==> config.mk <==
export PLATFORM = sky130hd
export DESIGN_NAME = pixel_write_buffer
export DESIGN_NICKNAME = d
export VERILOG_FILES = /design/src/rtl/pixel_write_buffer.sv
export SDC_FILE = /design/constraint.sdc
export NUM_CORES = 1
export LEC_CHECK = 0
export CAP_MARGIN = 20
export CORE_ASPECT_RATIO = 0.8
export CORE_MARGIN = 2
export CORE_UTILIZATION = 55
export CTS_CLUSTER_SIZE = 40
export DETAILED_ROUTE_END_ITERATION = 12
export GPL_ROUTABILITY_DRIVEN = 0
export PLACE_DENSITY_LB_ADDON = 0.3
export REMOVE_ABC_BUFFERS = 1
export SLEW_MARGIN = 25
export SYNTH_ARGS = -nofsm -noshare
export SYNTH_HDL_FRONTEND = slang
export SYNTH_SLANG_ARGS = --single-unit
==> constraint.sdc <==
create_clock -name clk -period 5.7 [get_ports clk]
set_clock_uncertainty 0.15 [all_clocks]
set_input_delay 0.57 -clock clk [delete_from_list [all_inputs] [get_ports clk]]
set_output_delay 0.57 -clock clk [all_outputs]
set_load 0.02 [all_outputs]
==> src/rtl/pixel_write_buffer.sv <==
// Pixel write buffer: FIFO between the fractal solver and the VGA SRAM,
// drained through an Avalon-MM write master; gates frame_done on drain.
module pixel_write_buffer #(
  parameter int ADDR_W  = 19,
  parameter int DATA_W  = 8,
  parameter int DEPTH   = 16,
  parameter int MEM_MAX = 307200
) (
  input  logic              clk,
  input  logic              reset,
  input  logic              in_start,
  input  logic              in_we,
  input  logic [ADDR_W-1:0] in_address,
  input  logic [DATA_W-1:0] in_data,
  input  logic              in_done,
  output logic              almost_full,
  output logic [ADDR_W-1:0] sram_address,
  output logic [DATA_W-1:0] sram_writedata,
  output logic              sram_write,
  input  logic              sram_waitrequest,
  output logic              frame_done,
  output logic              overflow,
  output logic              range_err,
  output logic [ADDR_W-1:0] pixels_written
);

  localparam int PW = $clog2(DEPTH);
  localparam int CW = PW + 1;
  localparam int EW = ADDR_W + DATA_W;
  localparam logic [CW-1:0] FULL_C = CW'(DEPTH);
  localparam logic [CW-1:0] AF_C = CW'(DEPTH - 2);
  localparam logic [ADDR_W:0] MAX_C = (ADDR_W + 1)'(MEM_MAX);

  typedef enum logic [1:0] {
    S_IDLE,
    S_RUN,
    S_DRAIN,
    S_DONE
  } state_e;

  logic [EW-1:0]     mem_q [DEPTH];
  logic [PW-1:0]     wr_ptr_q, wr_ptr_d;
  logic [PW-1:0]     rd_ptr_q, rd_ptr_d;
  logic [CW-1:0]     count_q, count_d;
  logic [CW-1:0]     cnt_rem;
  logic              wr_q, wr_d;
  logic [ADDR_W-1:0] addr_q, addr_d;
  logic [DATA_W-1:0] data_q, data_d;
  logic              ovf_q, ovf_d;
  logic              rng_q, rng_d;
  logic [ADDR_W-1:0] pw_q, pw_d;
  logic              af_q, af_d;
  logic              done_q;
  state_e            state_q, state_d;

  logic              in_ok;
  logic              pop;
  logic              push;
  logic              rise;
  logic [EW-1:0]     head;

  always_comb begin
    in_ok    = {1'b0, in_address} < MAX_C;
    pop      = wr_q & ~sram_waitrequest;
    push     = in_we & in_ok & ((count_q != FULL_C) | pop);
    rise     = in_done & ~done_q;
    cnt_rem  = count_q - CW'(pop);
    count_d  = cnt_rem + CW'(push);
    wr_ptr_d = wr_ptr_q + PW'(push);
    rd_ptr_d = rd_ptr_q + PW'(pop);
    // An entry pushed into an otherwise empty FIFO is forwarded directly
    head     = (cnt_rem == '0) ? {in_address, in_data}
                               : mem_q[rd_ptr_d];
    wr_d     = (count_d != '0);
    addr_d   = addr_q;
    data_d   = data_q;
    if (wr_d) begin
      {addr_d, data_d} = head;
    end
    af_d = (count_d >= AF_C);
  end

  always_comb begin
    ovf_d = ovf_q;
    rng_d = rng_q;
    pw_d  = pw_q;
    if (in_start) begin
      ovf_d = 1'b0;
      rng_d = 1'b0;
      pw_d  = '0;
    end else if (pop && (pw_q != '1)) begin
      pw_d = pw_q + 1'b1;
    end
    if (in_we && in_ok && !push) begin
      ovf_d = 1'b1;
    end
    if (in_we && !in_ok) begin
      rng_d = 1'b1;
    end
  end

  always_comb begin
    state_d = state_q;
    unique case (state_q)
      S_IDLE:  if (in_start) state_d = S_RUN;
      S_RUN:   if (rise) state_d = S_DRAIN;
      S_DRAIN: if (count_d == '0) state_d = S_DONE;
      S_DONE:  if (in_start) state_d = S_RUN;
      default: state_d = S_IDLE;
    endcase
    if (in_start) begin
      state_d = S_RUN;
    end
  end

  always_ff @(posedge clk) begin
    if (push) begin
      mem_q[wr_ptr_q] <= {in_address, in_data};
    end
  end

  always_ff @(posedge clk) begin
    if (!reset) begin
      wr_ptr_q <= '0;
      rd_ptr_q <= '0;
      count_q  <= '0;
      wr_q     <= 1'b0;
      addr_q   <= '0;
      data_q   <= '0;
      ovf_q    <= 1'b0;
      rng_q    <= 1'b0;
      pw_q     <= '0;
      af_q     <= 1'b0;
      done_q   <= 1'b0;
      state_q  <= S_IDLE;
    end else begin
      wr_ptr_q <= wr_ptr_d;
      rd_ptr_q <= rd_ptr_d;
      count_q  <= count_d;
      wr_q     <= wr_d;
      addr_q   <= addr_d;
      data_q   <= data_d;
      ovf_q    <= ovf_d;
      rng_q    <= rng_d;
      pw_q     <= pw_d;
      af_q     <= af_d;
      done_q   <= in_done;
      state_q  <= state_d;
    end
  end

  assign sram_write     = wr_q;
  assign sram_address   = addr_q;
  assign sram_writedata = data_q;
  assign overflow       = ovf_q;
  assign range_err      = rng_q;
  assign pixels_written = pw_q;
  assign almost_full    = af_q;
  assign frame_done     = (state_q == S_DONE);

endmodule

Word level (Yosys, flattened, before mapping):

Memory sizes are Yosys's and may differ from the RTL's.
Index checks and enable logic that the tools add are counted.

* bits in registers: 66
* output and inout port bits: 51
* input bits: 33
* ROM bits: 0
* memories: 1
* memory bits (writable): 432
* word-level logic and storage cells: 66
* latch bits: 0

Memories
* mem_q: depth 16, width 27, read ports 1, clocked after memory_dff 0, wr ports 1, line 41 `logic [EW-1:0] mem_q [DEPTH];`

* bitwise gates (word level): 9
* eq/ne operators: 10
* muxes and demuxes: 10
* $add $sub $neg: 5
* divide/modulo/power cells: 0
* multiply operators: 0
* reduce and logical (&&, ||, !) cells: 16
* shifts and indexed selects: 0
* magnitude comparators: 2

Operator list (number)
* $mux W27: 1
* $add A19 B1 Y19 const B: 1
* $lt A19 B19 Y1 const B: 1
* $ne A19 B19 Y1 const B: 1
* $logic_not A5 Y1: 2
* $add A4 B1 Y4: 2
* $mux W1: 6
* $ne A3 B3 Y1 const B: 2
* $reduce_and A3 Y1: 2
* $add A5 B1 Y5: 1
* $ge A5 B4 Y1 const B: 1
* $ne A5 B5 Y1 const B: 1
* $reduce_bool A5 Y1: 1
* $sub A5 B1 Y5: 1
* $and A1 B1 Y1: 4
* $eq A2 B2 Y1 const B: 2
* $logic_and A1 B1 Y1: 4
* $mux W2: 2
* $ne A2 B2 Y1 const B: 2
* $not A1 Y1: 4
* $pmux W2 S2: 1
* $reduce_bool A2 Y1: 2
* $reduce_or A2 Y1: 2
* $eq A2 B1 Y1 const B: 1
* 4 further kinds: 5

Longest topological paths before layout:

Gate-level depths: netlist of run 1.

* depth after elaboration: 9
* mapped depth: 13

Worst setup path after synthesis of run 1:

Ideal clock, no wire load.

* path type: input -> register
* start: input in_address[13]
* end: memory mem_q[1][0] (netlist name), enable pin
* slack: 0.884 ns
* stages on the path: 5
* path buffers: 0
* arrival time: 4.187 ns
* cell sequence: a21o_1 > a211o_1 > a21boi_0 > nand3_1 > nor4_1

* longest elaborated chain between the ends: 5

RTL lines
* from (decl): line 13 `input logic [ADDR_W-1:0] in_address,`
* $lt A19 B19 Y1: line 63 `in_ok = {1'b0, in_address} < MAX_C;`
* $and A1 B1 Y1 (2 in a row): line 65 `push = in_we & in_ok & ((count_q != FULL_C) | pop);`
* $mux W1: line 117 `if (push) begin`
* $mux W1 (not written as such): line 118 `mem_q[wr_ptr_q] <= {in_address, in_data};`
* to (decl): line 41

No other way between the ends.

Final worst setup path of run 1:

* start: input in_address[13]
* end: register data_q[0] (netlist: sram_writedata[0])

* longest elaborated chain between the ends: 5

RTL lines
* $lt A19 B19 Y1: line 63
* $and A1 B1 Y1 (2 in a row): line 65
* $add A5 B1 Y5: line 68 `count_d = cnt_rem + CW'(push);`
* $reduce_bool A5 Y1: line 74 `wr_d = (count_d != '0);`
* to (signal assigned): line 142 `data_q <= data_d;`
* to (decl): line 48 `logic [DATA_W-1:0] data_q, data_d;`

No other way between the ends.
A chain may end at the register's enable or synchronous reset.

==> reports/results.md, run 1 <==
| Stage | Quantity | Reported |
| --- | --- | --- |
| route | Post-DR wirelength/cell | 26.6 um |
| floorplan | Die height | 174 um |
| floorplan | Full die area | 37700 sq um |
| synthesis | Sequential-to-total area share from yosys stat | 0.719 |
| grt | Wire length of the first global-routing pass | 65.8 mm |
| synthesis | Synthesized netlist cell count | 1022 |
| outcome | Result of the run | completed |
| grt | All-Layer GR Usage | 0.239 |
| power | Proportion of power drawn by the clock network | 0.309 |
| layout | Total Nets Final | 1184 |
| place | Placed wire-length estimate after detailed placement | 24.9 mm |
| power | Switching Power | 2.97 mW |
| cts | Clock tree from TritonCTS | yes |
| critical path | Crit path capture type | flip-flop |
| route | Routed vias | 10300 |
| synthesis | Synth cell types | 51 |
| layout | Area used by sequential logic in the layout | 14300 sq um |
| layout | Top library cells by usage in the layout, fill and taps aside | sky130_fd_sc_hd__edfxtp_1 (432), sky130_fd_sc_hd__mux2i_1 (111), sky130_fd_sc_hd__mux4_2 (108), sky130_fd_sc_hd__clkdlybuf4s50_1 (83), sky130_fd_sc_hd__dfxtp_1 (66) |
| timing | FMAX | 233 MHz |
| route | Initial DRC count | 849 |
| floorplan | Initial core utilization | 0.556 |
| cts | CTS Root Buffer Type | sky130_fd_sc_hd__clkbuf_16 |
| cts | Clock latency on the worst-skew pair | 0.58 ns |
| critical path | CP Launch Point | in_address[13] |
| critical path | Critical register-to-register path startpoint | sram_write$_SDFF_PN0_ |
| power | Sequential share of power | 0.415 |
| cts | CTS Buffer Depth | 3 |
| layout | Finished Core Util | 0.647 |
| critical path | Top fanout value on the critical path | 29 |
| layout | Leading cell type in the layout, fill and taps excluded | sky130_fd_sc_hd__edfxtp_1 |
| power | Leakage dissipation | 7.81 nW |
| timing | Max-slew violation total from the final report | 0 |
| synthesis | Post-synthesis async set-or-reset flop share | 0 |
| floorplan | Area inside the core boundary | 35800 sq um |
| place | Area post-placement | 21500 sq um |
| synthesis | Top-area cell type share of the netlist area | 0.653 |
| floorplan | Horizontal extent of the die | 217 um |
| cts | Setup bufs post-CTS | 0 |
| synthesis | Yosys Warn Count | 0 |
| route | DRC violations left | 0 |
| cts | Post_cts resized | 0 |
| synthesis | Flip-flop cell with the highest count after synthesis | sky130_fd_sc_hd__edfxtp_1 |
| hold path | Class of the tightest hold or removal check | reg2reg |
| power | Pint | 7.29 mW |
| critical path | Arrival time of the worst setup path | 4.60 ns |
| route | Post-DR vias/cell | 6.19 |
| floorplan | Number of I/O pins | 84 |
| power | Post-layout power | 10.3 mW |
| power | Share of total power consumed by net switching | 0.290 |
| synthesis | Synthesized area per cell | 19.4 sq um |
| critical path | Required time reported for the critical path endpoint | 6.00 ns |
| cts | Clock transition at the registers of the reported paths | 0.06 ns |
| route | Detailed-routing iteration count for the pre-antenna-repair pass | 7 |
| grt | Number of antenna violations at the first check in global routing | 0 |
| cts | Deepest level of the CTS H-tree | 2 |
| layout | Fill cell count | 2371 |
| grt | Final global-route overflow total | 0 |
| timing | Minimum clock period | 4.29 ns |
| critical path | Kind of critical path | in2reg |
| timing | Setup repair after global routing missed its margin | no |
| place | Buffers added on ports | 83 |
| synthesis | Number of register bits inferred by synthesis | 498 |
| power | Power per cell area | 444 nW/um^2 |
| timing | Final setup violating endpoints | 0 |
| hold path | Hold_sp | range_err$_SDFFE_PN0P_ |
| cts | Number of buffers created by CTS | 48 |
| route | Total wire length after detailed routing | 44.1 mm |
| layout | Post-route standard cell area excluding fillers | 23100 sq um |
| cts | Clock Sinks | 498 |
| layout | Area of the multi-input gates | 5400 sq um |
| timing | Tightest slew margin relative to the limit | 0.460 |
| power | Peak ir drop on the vdd network | 0.332 mV |
| cts | # hold bufs at CTS | 0 |
| floorplan | Number of standard-cell rows in the floorplan | 62 |
| synthesis | Synth area leader | sky130_fd_sc_hd__edfxtp_1 |
| synthesis | Cell types with the largest area share after synthesis | sky130_fd_sc_hd__edfxtp_1 (65%), sky130_fd_sc_hd__mux4_2 (12%), sky130_fd_sc_hd__dfxtp_1 (6.6%) |
| timing | Final Hold Violating Endpoints | 0 |
| layout | Count of inserted antenna diode cells | 0 |
| timing | Worst slew pin tran | 0.810 ns |
| power | Combinational group share of total power | 0.277 |
| critical path | Kind of start point of the critical path | primary input |
| timing | Portion of the clock cycle consumed by the worst path in the final layout | 0.753 |
| grt | Maximum number of pins on one net before global-route repair | 47 |
| route | Post-route ant nets | 0 |
| flow run | Reported max-cap violation count | 0 |
| critical path | Setup slack, reg-to-reg | 1.89 ns |
| grt | Number of global-route vias before repair | 10300 |
| synthesis | Total standard cell area after synthesis | 19900 sq um |
| synthesis | Post-synth EDFFs | 432 |
| layout | Fraction of final layout cells with drive strength greater than 1 | 0.231 |
| layout | Post-synthesis to final-layout area growth | 16.4% |
[layer usage]
metal	up-vias	global-route usage	part of all wire
met3	50	0.0411	0.074
li1	4421	-	-
met4	0	0.0534	0.015
met2	411	0.377	0.48
met5	-	0	0
met1	5378	0.354	0.43
[critical path, cell delays in order]
cell	delay, ns
sky130_fd_sc_hd__clkdlybuf4s50_1	0.69
sky130_fd_sc_hd__a21o_1	0.31
sky130_fd_sc_hd__a211o_1	0.30
sky130_fd_sc_hd__a21boi_0	0.35
sky130_fd_sc_hd__and2_1	0.26
sky130_fd_sc_hd__ha_1	0.21
sky130_fd_sc_hd__nor2b_1	0.28
sky130_fd_sc_hd__nand2_1	0.18
sky130_fd_sc_hd__or3_2	0.52
sky130_fd_sc_hd__a21o_2	0.51
sky130_fd_sc_hd__a211oi_1	0.40
[cell usage after synthesis (2+ instances only)]
cell type,instances
sky130_fd_sc_hd__a211oi_1,38
sky130_fd_sc_hd__a211oi_2,20
sky130_fd_sc_hd__a21o_1,5
sky130_fd_sc_hd__a21oi_1,7
sky130_fd_sc_hd__and2_1,9
sky130_fd_sc_hd__and3_1,2
sky130_fd_sc_hd__and4_1,3
sky130_fd_sc_hd__buf_1,3
sky130_fd_sc_hd__buf_2,26
sky130_fd_sc_hd__buf_4,4
sky130_fd_sc_hd__buf_6,3
sky130_fd_sc_hd__clkbuf_1,23
sky130_fd_sc_hd__dfxtp_1,66
sky130_fd_sc_hd__edfxtp_1,432
sky130_fd_sc_hd__ha_1,12
sky130_fd_sc_hd__inv_1,9
sky130_fd_sc_hd__mux2i_1,111
sky130_fd_sc_hd__mux4_2,108
sky130_fd_sc_hd__nand2_1,10
sky130_fd_sc_hd__nand2b_1,6
sky130_fd_sc_hd__nand3_1,12
sky130_fd_sc_hd__nand4_1,6
sky130_fd_sc_hd__nor2_1,30
sky130_fd_sc_hd__nor2b_1,4
sky130_fd_sc_hd__nor3_1,17
sky130_fd_sc_hd__nor4_1,6
sky130_fd_sc_hd__o211ai_1,2
sky130_fd_sc_hd__o21a_1,2
sky130_fd_sc_hd__o21ai_0,4
sky130_fd_sc_hd__or2_2,2
sky130_fd_sc_hd__or3_1,2
sky130_fd_sc_hd__xnor2_1,13
sky130_fd_sc_hd__xor2_1,6
sky130_fd_sc_hd__xor2_2,2
[logic make-up (layout without fill, tap and decap cells)]
family	count (synthesis)	count (layout)	synth area share
AO/OA/AOI/OAI	86	86	0.0364
XOR/XNOR	22	22	0.0108
adder cells (fa/ha/maj)	12	12	0.00756
buffers and inverters	69	224	0.0166
flip-flops	498	498	0.719
multiplexers	219	219	0.178
AND/OR/NAND/NOR	116	116	0.0310
[area by class of cell]
| class | count | area share |
|---|---|---|
| clock buffer | 67 | 0.0603 |
| clock inverter | 21 | 0.00817 |
| inverter | 10 | 0.00168 |
| multi-input combinational | 455 | 0.234 |
| sequential | 498 | 0.618 |
| tap | 480 | 0.0260 |
| timing repair buffer | 126 | 0.0521 |
[through the flow]
step	hold slack, ns	setup TNS (ns)	worst slack, ns	instances
after floorplan	0.347	-19.40	-0.724	963
after global placement	0.373	0	0.917	1569
after detailed placement	0.372	0	0.945	1569
after CTS	0.383	0	1.52	1657
after global routing	0.429	0	1.19	1657
final	0.388	0	1.41	1657
[flip-flops by register name (all words and copies together), names as in the netlist]
| name | flops |
|---|---|
| mem_q | 432 |
| pixels_written | 19 |
| sram_address | 19 |
| sram_writedata | 8 |
| count_q | 5 |
| rd_ptr_q | 4 |
| wr_ptr_q | 4 |
| state_q | 2 |
| almost_full | 1 |
| done_q | 1 |
| overflow | 1 |
| range_err | 1 |
| sram_write | 1 |
[power groups by stage]
| stage | Sequential, mW | Clock (mW) | Combinational (mW) |
|---|---|---|---|
| final | 4.26 | 3.17 | 2.84 |
| after CTS | 4.26 | 3.22 | 2.86 |
| after global routing | 4.27 | 3.35 | 3.04 |
| after detailed placement | 4.33 | 0 | 2.83 |
| after floorplan | 4.37 | 0 | 2.05 |
| after global placement | 4.33 | 0 | 2.78 |
[worst paths after layout]
check / end / cells after the start
max reg2reg: sram_writedata[0]$_SDFFE_PN0P_ / 10
min reg2reg: range_err$_SDFFE_PN0P_ / 2
min: range_err$_SDFFE_PN0P_ / 2
max: sram_writedata[0]$_SDFFE_PN0P_ / 11
No activity file was read; power rests on OpenSTA's default activity.
==> inputs of run 2 (changes only) <==
- clock period: 5.7 -> 4.3 ns (I/O delays scaled with it)
==> run 2 against run 1 <==
  * Sequential cell count did not move
  * Combinational power rose by 34%
  * Cell count rose by 0.97%
  * Critical path depth did not move
  * Via count fell by 0.52%
  * Total power rose by 32%
  * Setup slack got worse by 0.77 ns
  * Cell area rose by 0.60%
  * Sequential share of layout area fell by 0.37 points
  * Non-clock buffer count rose by 18
  * Die area did not move
  * Largest cell class unchanged
  * Highest routed layer unchanged
==> reports/results.md, run 2 (same netlist as run 1, synthesis figures left out) <==
| Stage | Quantity | Reported | Delta |
| --- | --- | --- | --- |
| grt | Final global-route overflow total | 0 | unchanged |
| timing | Final setup violating endpoints | 0 | unchanged |
| grt | Number of antenna violations at the first check in global routing | 0 | unchanged |
| route | Post-DR vias/cell | 6.10 | -1.5% |
| critical path | Crit path capture type | flip-flop |  |
| place | Pre-CTS WS | 0.190 ns | -0.755 ns |
| power | Proportion of power drawn by the clock network | 0.299 | -0.010 |
| grt | All-Layer GR Usage | 0.238 | -0.000681 |
| layout | Top library cells by usage in the layout, fill and taps aside | sky130_fd_sc_hd__edfxtp_1 (432), sky130_fd_sc_hd__mux2i_1 (111), sky130_fd_sc_hd__mux4_2 (108), sky130_fd_sc_hd__clkdlybuf4s50_1 (83), sky130_fd_sc_hd__dfxtp_1 (66) |  |
| timing | Worst slew pin tran | 1.07 ns | +0.257 ns |
| grt | Wire length of the first global-routing pass | 65.9 mm | about the same |
| timing | Final Hold Violating Endpoints | 0 | unchanged |
| critical path | Kind of start point of the critical path | flip-flop |  |
| layout | Largest register FFs | 432 | unchanged |
| cts | Clock tree from TritonCTS | yes |  |
| route | Detailed-routing iteration count for the pre-antenna-repair pass | 5 | -2 |
| layout | Post-synthesis to final-layout area growth | 17.1% |  |
| route | Post-route ant nets | 0 | unchanged |
| power | Leakage dissipation | 7.88 nW | +0.99% |
| layout | Area of the multi-input gates | 5400 sq um | -0.14% |
| critical path | Delay of the slowest cell on the worst path | 0.58 ns | -0.11 ns |
| cts | Post_cts resized | 0 | unchanged |
| floorplan | Area inside the core boundary | 35800 sq um | unchanged |
| cts | CTS Root Buffer Type | sky130_fd_sc_hd__clkbuf_16 |  |
| route | Metal1 wirelength | 18.9 mm | -0.31% |
| power | Peak ir drop on the vdd network | 0.510 mV | +54% |
| timing | Crit path setup slack, layout | 0.633 ns | -0.773 ns |
| layout | Fill cell count | 2364 | -0.30% |
| route | DR WL met3 | 3.16 mm | -2.8% |
| grt | Maximum number of pins on one net before global-route repair | 33 | -30% |
| critical path | Top fanout value on the critical path | 24 | -17% |
| timing | Minimum clock period | 3.67 ns |  |
| power | Switching Power | 3.89 mW | +31% |
| power | Pint | 9.61 mW | +32% |
| cts | Number of buffers created by CTS | 46 | -4.2% |
| critical path | Most used cell, CP | sky130_fd_sc_hd__nor2b_1 |  |
| route | Routed vias | 10200 | -0.52% |
| critical path | Required time reported for the critical path endpoint | 4.61 ns | -1.39 ns |
| place | Buffers added on ports | 83 | unchanged |
| cts | Clock latency on the worst-skew pair | 0.56 ns | -0.02 ns |
| layout | Register with the highest flop count | mem_q |  |
| cts | # hold bufs at CTS | 0 | unchanged |
| floorplan | Number of I/O pins | 84 | unchanged |
| power | Power per cell area | 580 nW/um^2 | +31% |
| cts | Clock transition at the registers of the reported paths | 0.07 ns | about the same |
| cts | Deepest level of the CTS H-tree | 2 | unchanged |
| critical path | Cell with the largest stage delay on the worst path | sky130_fd_sc_hd__nor2b_1 |  |
| cts | Clock Sinks | 498 | unchanged |
| critical path | Kind of critical path | reg2reg |  |
| grt | Number of global-route vias before repair | 10400 | +0.53% |
| power | Combinational group share of total power | 0.282 | +0.005 |
| floorplan | Number of standard-cell rows in the floorplan | 62 | unchanged |
| timing | Portion of the clock cycle consumed by the worst path in the final layout | 0.853 |  |
| critical path | Critical path, cell by cell | nor2b_1 -> nor3_1 -> nand4_1 -> and2_1 -> ha_1 -> nor2b_1 -> nand2_1 -> or3_2 -> a21o_1 -> buf_4 -> a211oi_1 |  |
| timing | Max-slew violation total from the final report | 0 | unchanged |
| power | Sequential share of power | 0.419 | +0.004 |
| floorplan | Horizontal extent of the die | 217 um | unchanged |
| hold path | Class of the tightest hold or removal check | reg2reg |  |
| route | DRC violations left | 0 | unchanged |
| outcome | Result of the run | completed |  |
| flow run | Reported max-cap violation count | 0 | unchanged |
| floorplan | Full die area | 37700 sq um | unchanged |
| layout | Leading cell type in the layout, fill and taps excluded | sky130_fd_sc_hd__edfxtp_1 |  |
| layout | Area used by sequential logic in the layout | 14300 sq um | unchanged |
| power | Share of total power consumed by net switching | 0.288 | -0.00158 |
| route | Initial DRC count | 1084 | +28% |
| route | Uppermost layer routed | met4 |  |
| timing | Tightest slew margin relative to the limit | 0.282 | -0.178 |
| cts | CTS Buffer Depth | 3 | unchanged |
| place | Placed wire-length estimate after detailed placement | 26.4 mm | +6.3% |
| timing | FMAX | 273 MHz |  |
| power | Post-layout power | 13.5 mW | +32% |
| route | Total met2 wirelength after detailed routing | 20.8 mm | -2.1% |
| route | Post-DR wirelength/cell | 26.1 um | -2.0% |
| floorplan | Initial core utilization | 0.556 | unchanged |
| cts | Setup bufs post-CTS | 0 | unchanged |
| layout | Total Nets Final | 1200 | +1.4% |
| timing | Setup repair after global routing missed its margin | no |  |
| floorplan | Die height | 174 um | unchanged |
| critical path | Arrival time of the worst setup path | 3.97 ns | -0.63 ns |
| layout | Fraction of final layout cells with drive strength greater than 1 | 0.239 | +0.00800 |
| route | Total wire length after detailed routing | 43.6 mm | -1.0% |
run 2: metrics by stage:
| stage | utilization | instance area (sq um) | cells | hold WS, ns | TNS [ns] |
|---|---|---|---|---|---|
| floorplan | - | 19600 | 963 | 0.347 | -76.36 |
| global placement | 0.608 | 21700 | 1586 | 0.342 | 0 |
| detailed placement | 0.608 | 21700 | 1586 | 0.355 | 0 |
| CTS | 0.650 | 23200 | 1671 | 0.376 | 0 |
| global route | 0.650 | 23300 | 1672 | 0.391 | 0 |
| finish | 0.650 | 23300 | 1673 | 0.368 | 0 |
run 2: worst max-delay path, delay by kind of cell, from the launching register on:
| family | cells | cell delay [ns] |
|---|---|---|
| AND/OR/NAND/NOR | 7 | 2.03 |
| flip-flops | 1 | 0.36 |
| adder cells (fa/ha/maj) | 1 | 0.17 |
| buffers and inverters | 1 | 0.28 |
| AO/OA/AOI/OAI | 2 | 0.57 |
run 2: cell type report:
| type | instances | share of cell area |
|---|---|---|
| clock inverter | 20 | 0.00662 |
| inverter | 10 | 0.00161 |
| multi-input combinational | 455 | 0.232 |
| timing repair buffer | 144 | 0.0611 |
| tap | 480 | 0.0258 |
| antenna | 1 | 0.000108 |
| clock buffer | 65 | 0.0584 |
| sequential | 498 | 0.614 |
run 2: final timing paths:
path                               start                            to  slack (ns)  depth (start not counted)
setup / recovery   sram_write$_SDFF_PN0_  sram_address[6]$_SDFFE_PN0P_        0.63                         11
hold / removal    range_err$_SDFFE_PN0P_        range_err$_SDFFE_PN0P_        0.37                          2
setup reg to reg   sram_write$_SDFF_PN0_  sram_address[6]$_SDFFE_PN0P_        0.63                         11
hold reg to reg   range_err$_SDFFE_PN0P_        range_err$_SDFFE_PN0P_        0.37                          2
run 2: power by group through the flow:
stage / Sequential (mW) / Combinational (mW) / Clock [mW]
after floorplan: 5.79 / 2.63 / 0
after global placement: 5.76 / 3.73 / 0
after detailed placement: 5.75 / 3.81 / 0
after CTS: 5.65 / 3.84 / 4.11
after global routing: 5.67 / 4.08 / 4.28
final: 5.66 / 3.80 / 4.04
run 2: layer usage:
metal / track usage / vias to the layer above
met1: 0.353 / 5336
met4: 0.0625 / 0
met2: 0.370 / 368
met5: 0 / -
met3: 0.0432 / 56
li1: - / 4447
==> inputs of run 3 (changes only) <==
- CORE_MARGIN: 2 -> unset
==> run 3 against run 2 <==
  * Largest cell class unchanged
  * First-iteration DRC count is 1.8% higher
  * Sequential power barely moved
  * Largest power group unchanged
  * Via count increased by 0.89%
  * Sequential share of layout area is 0.43 points higher
  * Global-route usage rose by 0.76 points
==> reports/results.md, run 3 (same netlist as run 1, synthesis figures left out) <==
| Stage | Quantity | Reported | Delta |
| --- | --- | --- | --- |
| layout | Fill cell count | 2309 | -2.3% |
| route | Routed vias | 10300 | +0.89% |
| grt | Maximum number of pins on one net before global-route repair | 58 | +76% |
| timing | Max-slew violation total from the final report | 0 | unchanged |
| floorplan | Horizontal extent of the die | 215 um | -0.92% |
| timing | Worst hold slack | 0.350 ns | -0.0183 ns |
| cts | Clock transition at the registers of the reported paths | 0.06 ns | about the same |
| power | Leakage dissipation | 7.80 nW | -1.1% |
| place | Instance count after placement with tap cells included | 1577 | -0.57% |
| floorplan | Die height | 172 um | -1.1% |
| hold path | Class of the tightest hold or removal check | in2reg |  |
| route | Detailed-routing iteration count for the pre-antenna-repair pass | 5 | unchanged |
| cts | Post_cts resized | 0 | unchanged |
| power | Pint | 9.42 mW | -2.0% |
| layout | Count of inserted antenna diode cells | 0 | -1 |
| power | Peak ir drop on the vdd network | 0.448 mV | -12% |
| grt | All-Layer GR Usage | 0.245 | +0.00765 |
| cts | CTS Buffer Depth | 3 | unchanged |
| critical path | Count of buffer and inverter cells on the critical path | 2 | +1 |
| timing | FMAX | 282 MHz | +3.3% |
| route | Initial DRC count | 1104 | +1.8% |
| timing | Portion of the clock cycle consumed by the worst path in the final layout | 0.825 | -0.0275 |
| route | Post-route ant nets | 0 | unchanged |
| timing | Final setup violating endpoints | 0 | unchanged |
| critical path | Critical path, cell by cell | clkdlybuf4s50_1 -> a21o_1 -> a211o_1 -> a21boi_0 -> and2_1 -> ha_1 -> nor2b_1 -> nand2_1 -> or3_2 -> a21o_1 -> buf_4 -> a211oi_1 |  |
| cts | Clock tree from TritonCTS | yes |  |
| cts | # hold bufs at CTS | 0 | unchanged |
| layout | Register with the highest flop count | mem_q |  |
| route | Post-DR wirelength/cell | 26.5 um | +1.5% |
| cts | CTS Root Buffer Type | sky130_fd_sc_hd__clkbuf_16 |  |
| grt | Final global-route overflow total | 0 | unchanged |
| critical path | Most used cell, CP | sky130_fd_sc_hd__a21o_1 |  |
| critical path | Crit path capture type | flip-flop |  |
| layout | Leading cell type in the layout, fill and taps excluded | sky130_fd_sc_hd__edfxtp_1 |  |
| power | Switching Power | 3.90 mW | +0.20% |
| critical path | Kind of critical path | in2reg |  |
| place | Area post-placement | 21700 sq um | -0.14% |
| place | Buffers added on ports | 83 | unchanged |
| floorplan | Full die area | 36900 sq um | -2.1% |
| floorplan | Initial core utilization | 0.565 | +0.00911 |
| place | Placed wire-length estimate after detailed placement | 26.0 mm | -1.8% |
| power | Power per cell area | 576 nW/um^2 | -0.65% |
| place | Pre-CTS WS | 0.173 ns | -0.0166 ns |
| power | Combinational group share of total power | 0.288 | +0.006 |
| layout | Top library cells by usage in the layout, fill and taps aside | sky130_fd_sc_hd__edfxtp_1 (432), sky130_fd_sc_hd__mux2i_1 (111), sky130_fd_sc_hd__mux4_2 (108), sky130_fd_sc_hd__clkdlybuf4s50_1 (83), sky130_fd_sc_hd__dfxtp_1 (66) |  |
| critical path | Top fanout value on the critical path | 24 | unchanged |
| timing | Minimum clock period | 3.55 ns | -0.118 ns |
| outcome | Result of the run | completed |  |
| layout | Total Nets Final | 1199 | -0.083% |
| critical path | Dominant delay contributor by cell family on the critical path | compound AO/OA/AOI/OAI gates |  |
| layout | Post-synthesis to final-layout area growth | 16.3% |  |
| route | Post-DR vias/cell | 6.20 | +1.6% |
| cts | Clock Sinks | 498 | unchanged |
| power | Proportion of power drawn by the clock network | 0.287 | -0.012 |
| route | DRC violations left | 0 | unchanged |
| grt | Number of global-route vias before repair | 10400 | -0.24% |
| floorplan | Number of standard-cell rows in the floorplan | 61 | -1.6% |
| layout | Largest register FFs | 432 | unchanged |
| cts | Number of buffers created by CTS | 47 | +2.2% |
| route | Total wire length after detailed routing | 44.0 mm | +0.81% |
| layout | Finished Core Util | 0.657 | +0.00604 |
| critical path | Kind of start point of the critical path | primary input |  |
| timing | Crit path setup slack, layout | 0.751 ns | +0.118 ns |
| critical path | Arrival time of the worst setup path | 3.86 ns | -0.11 ns |
| floorplan | Area inside the core boundary | 35200 sq um | -1.6% |
| timing | Tightest slew margin relative to the limit | 0.302 | +0.0198 |
| critical path | Cell with the largest stage delay on the worst path | sky130_fd_sc_hd__or3_2 |  |
| cts | Deepest level of the CTS H-tree | 2 | unchanged |
| cts | Setup bufs post-CTS | 0 | unchanged |
| grt | Wire length of the first global-routing pass | 65.5 mm | -0.54% |
| power | Sequential share of power | 0.425 | +0.006 |
| cts | Clock latency on the worst-skew pair | 0.56 ns | about the same |
| timing | Final Hold Violating Endpoints | 0 | unchanged |
| flow run | Reported max-cap violation count | 0 | unchanged |
| critical path | Required time reported for the critical path endpoint | 4.61 ns | about the same |
| power | Share of total power consumed by net switching | 0.293 | +0.00451 |
| layout | Post-route standard cell area excluding fillers | 23100 sq um | -0.70% |
| critical path | Delay of the slowest cell on the worst path | 0.51 ns | -0.07 ns |
| timing | Worst slew pin tran | 1.04 ns | -0.0294 ns |
| grt | Number of antenna violations at the first check in global routing | 0 | unchanged |
| timing | Setup repair after global routing missed its margin | no |  |
| layout | Fraction of final layout cells with drive strength greater than 1 | 0.229 | -0.0103 |
| floorplan | Number of I/O pins | 84 | unchanged |
| layout | Final cell count without fillers | 1661 | -0.72% |
==> run 3: metrics by stage <==
| step | TNS [ns] | total power, mW |
|---|---|---|
| after floorplan | -76.36 | 8.42 |
| after global placement | 0 | 9.52 |
| after detailed placement | 0 | 9.60 |
| after CTS | 0 | 13.4 |
| after global routing | 0 | 13.8 |
| final | 0 | 13.3 |
==> run 3: final timing paths <==
check | start | to | slack [ns] | cells past startpoint
setup / recovery | in_address[12] | sram_writedata[5]$_SDFFE_PN0P_ | 0.75 | 12
hold / removal | in_done | done_q$_SDFF_PN0_ | 0.35 | 2
setup reg to reg | sram_write$_SDFF_PN0_ | sram_writedata[5]$_SDFFE_PN0P_ | 0.93 | 11
hold reg to reg | state_q[1]$_SDFFE_PP0P_ | state_q[1]$_SDFFE_PP0P_ | 0.40 | 2
==> run 3: power by group through the flow <==
stage / Clock, mW / Combinational, mW / Sequential [mW]
2_1_floorplan: 0 / 2.63 / 5.79
3_3_place_gp: 0 / 3.77 / 5.75
3_5_place_dp: 0 / 3.85 / 5.75
4_1_cts: 3.89 / 3.87 / 5.66
5_1_grt: 4.07 / 4.09 / 5.67
6_report: 3.82 / 3.83 / 5.66
==> run 3: layout make-up <==
type / instances / area (sq um) / share of cell area
sequential: 498 / 14300 / 0.619
multi-input combinational: 455 / 5400 / 0.234
timing repair buffer: 142 / 1390 / 0.0600
clock buffer: 62 / 1270 / 0.0552
tap: 472 / 591 / 0.0256
clock inverter: 22 / 121 / 0.00525
inverter: 10 / 37.5 / 0.00162
==> run 3: worst reg2reg max path, cell delays in order, from the launching register on <==
cell,delay [ns]
sky130_fd_sc_hd__dfxtp_1,0.37
sky130_fd_sc_hd__nor2b_1,0.37
sky130_fd_sc_hd__nor3_1,0.08
sky130_fd_sc_hd__nand4_1,0.15
sky130_fd_sc_hd__and2_1,0.21
sky130_fd_sc_hd__ha_1,0.17
sky130_fd_sc_hd__nor2b_1,0.26
sky130_fd_sc_hd__nand2_1,0.17
sky130_fd_sc_hd__or3_2,0.51
sky130_fd_sc_hd__a21o_1,0.27
sky130_fd_sc_hd__buf_4,0.27
sky130_fd_sc_hd__a211oi_1,0.28
==> run 3: per-layer routing <==
| layer | routed length, um | part of all wire | track usage | vias up |
|---|---|---|---|---|
| li1 | - | - | - | 4441 |
| met1 | 19000 | 0.43 | 0.360 | 5367 |
| met2 | 20600 | 0.47 | 0.384 | 425 |
| met3 | 3570 | 0.081 | 0.0434 | 65 |
| met4 | 822 | 0.019 | 0.0689 | 0 |
| met5 | 0 | 0 | 0 | - |
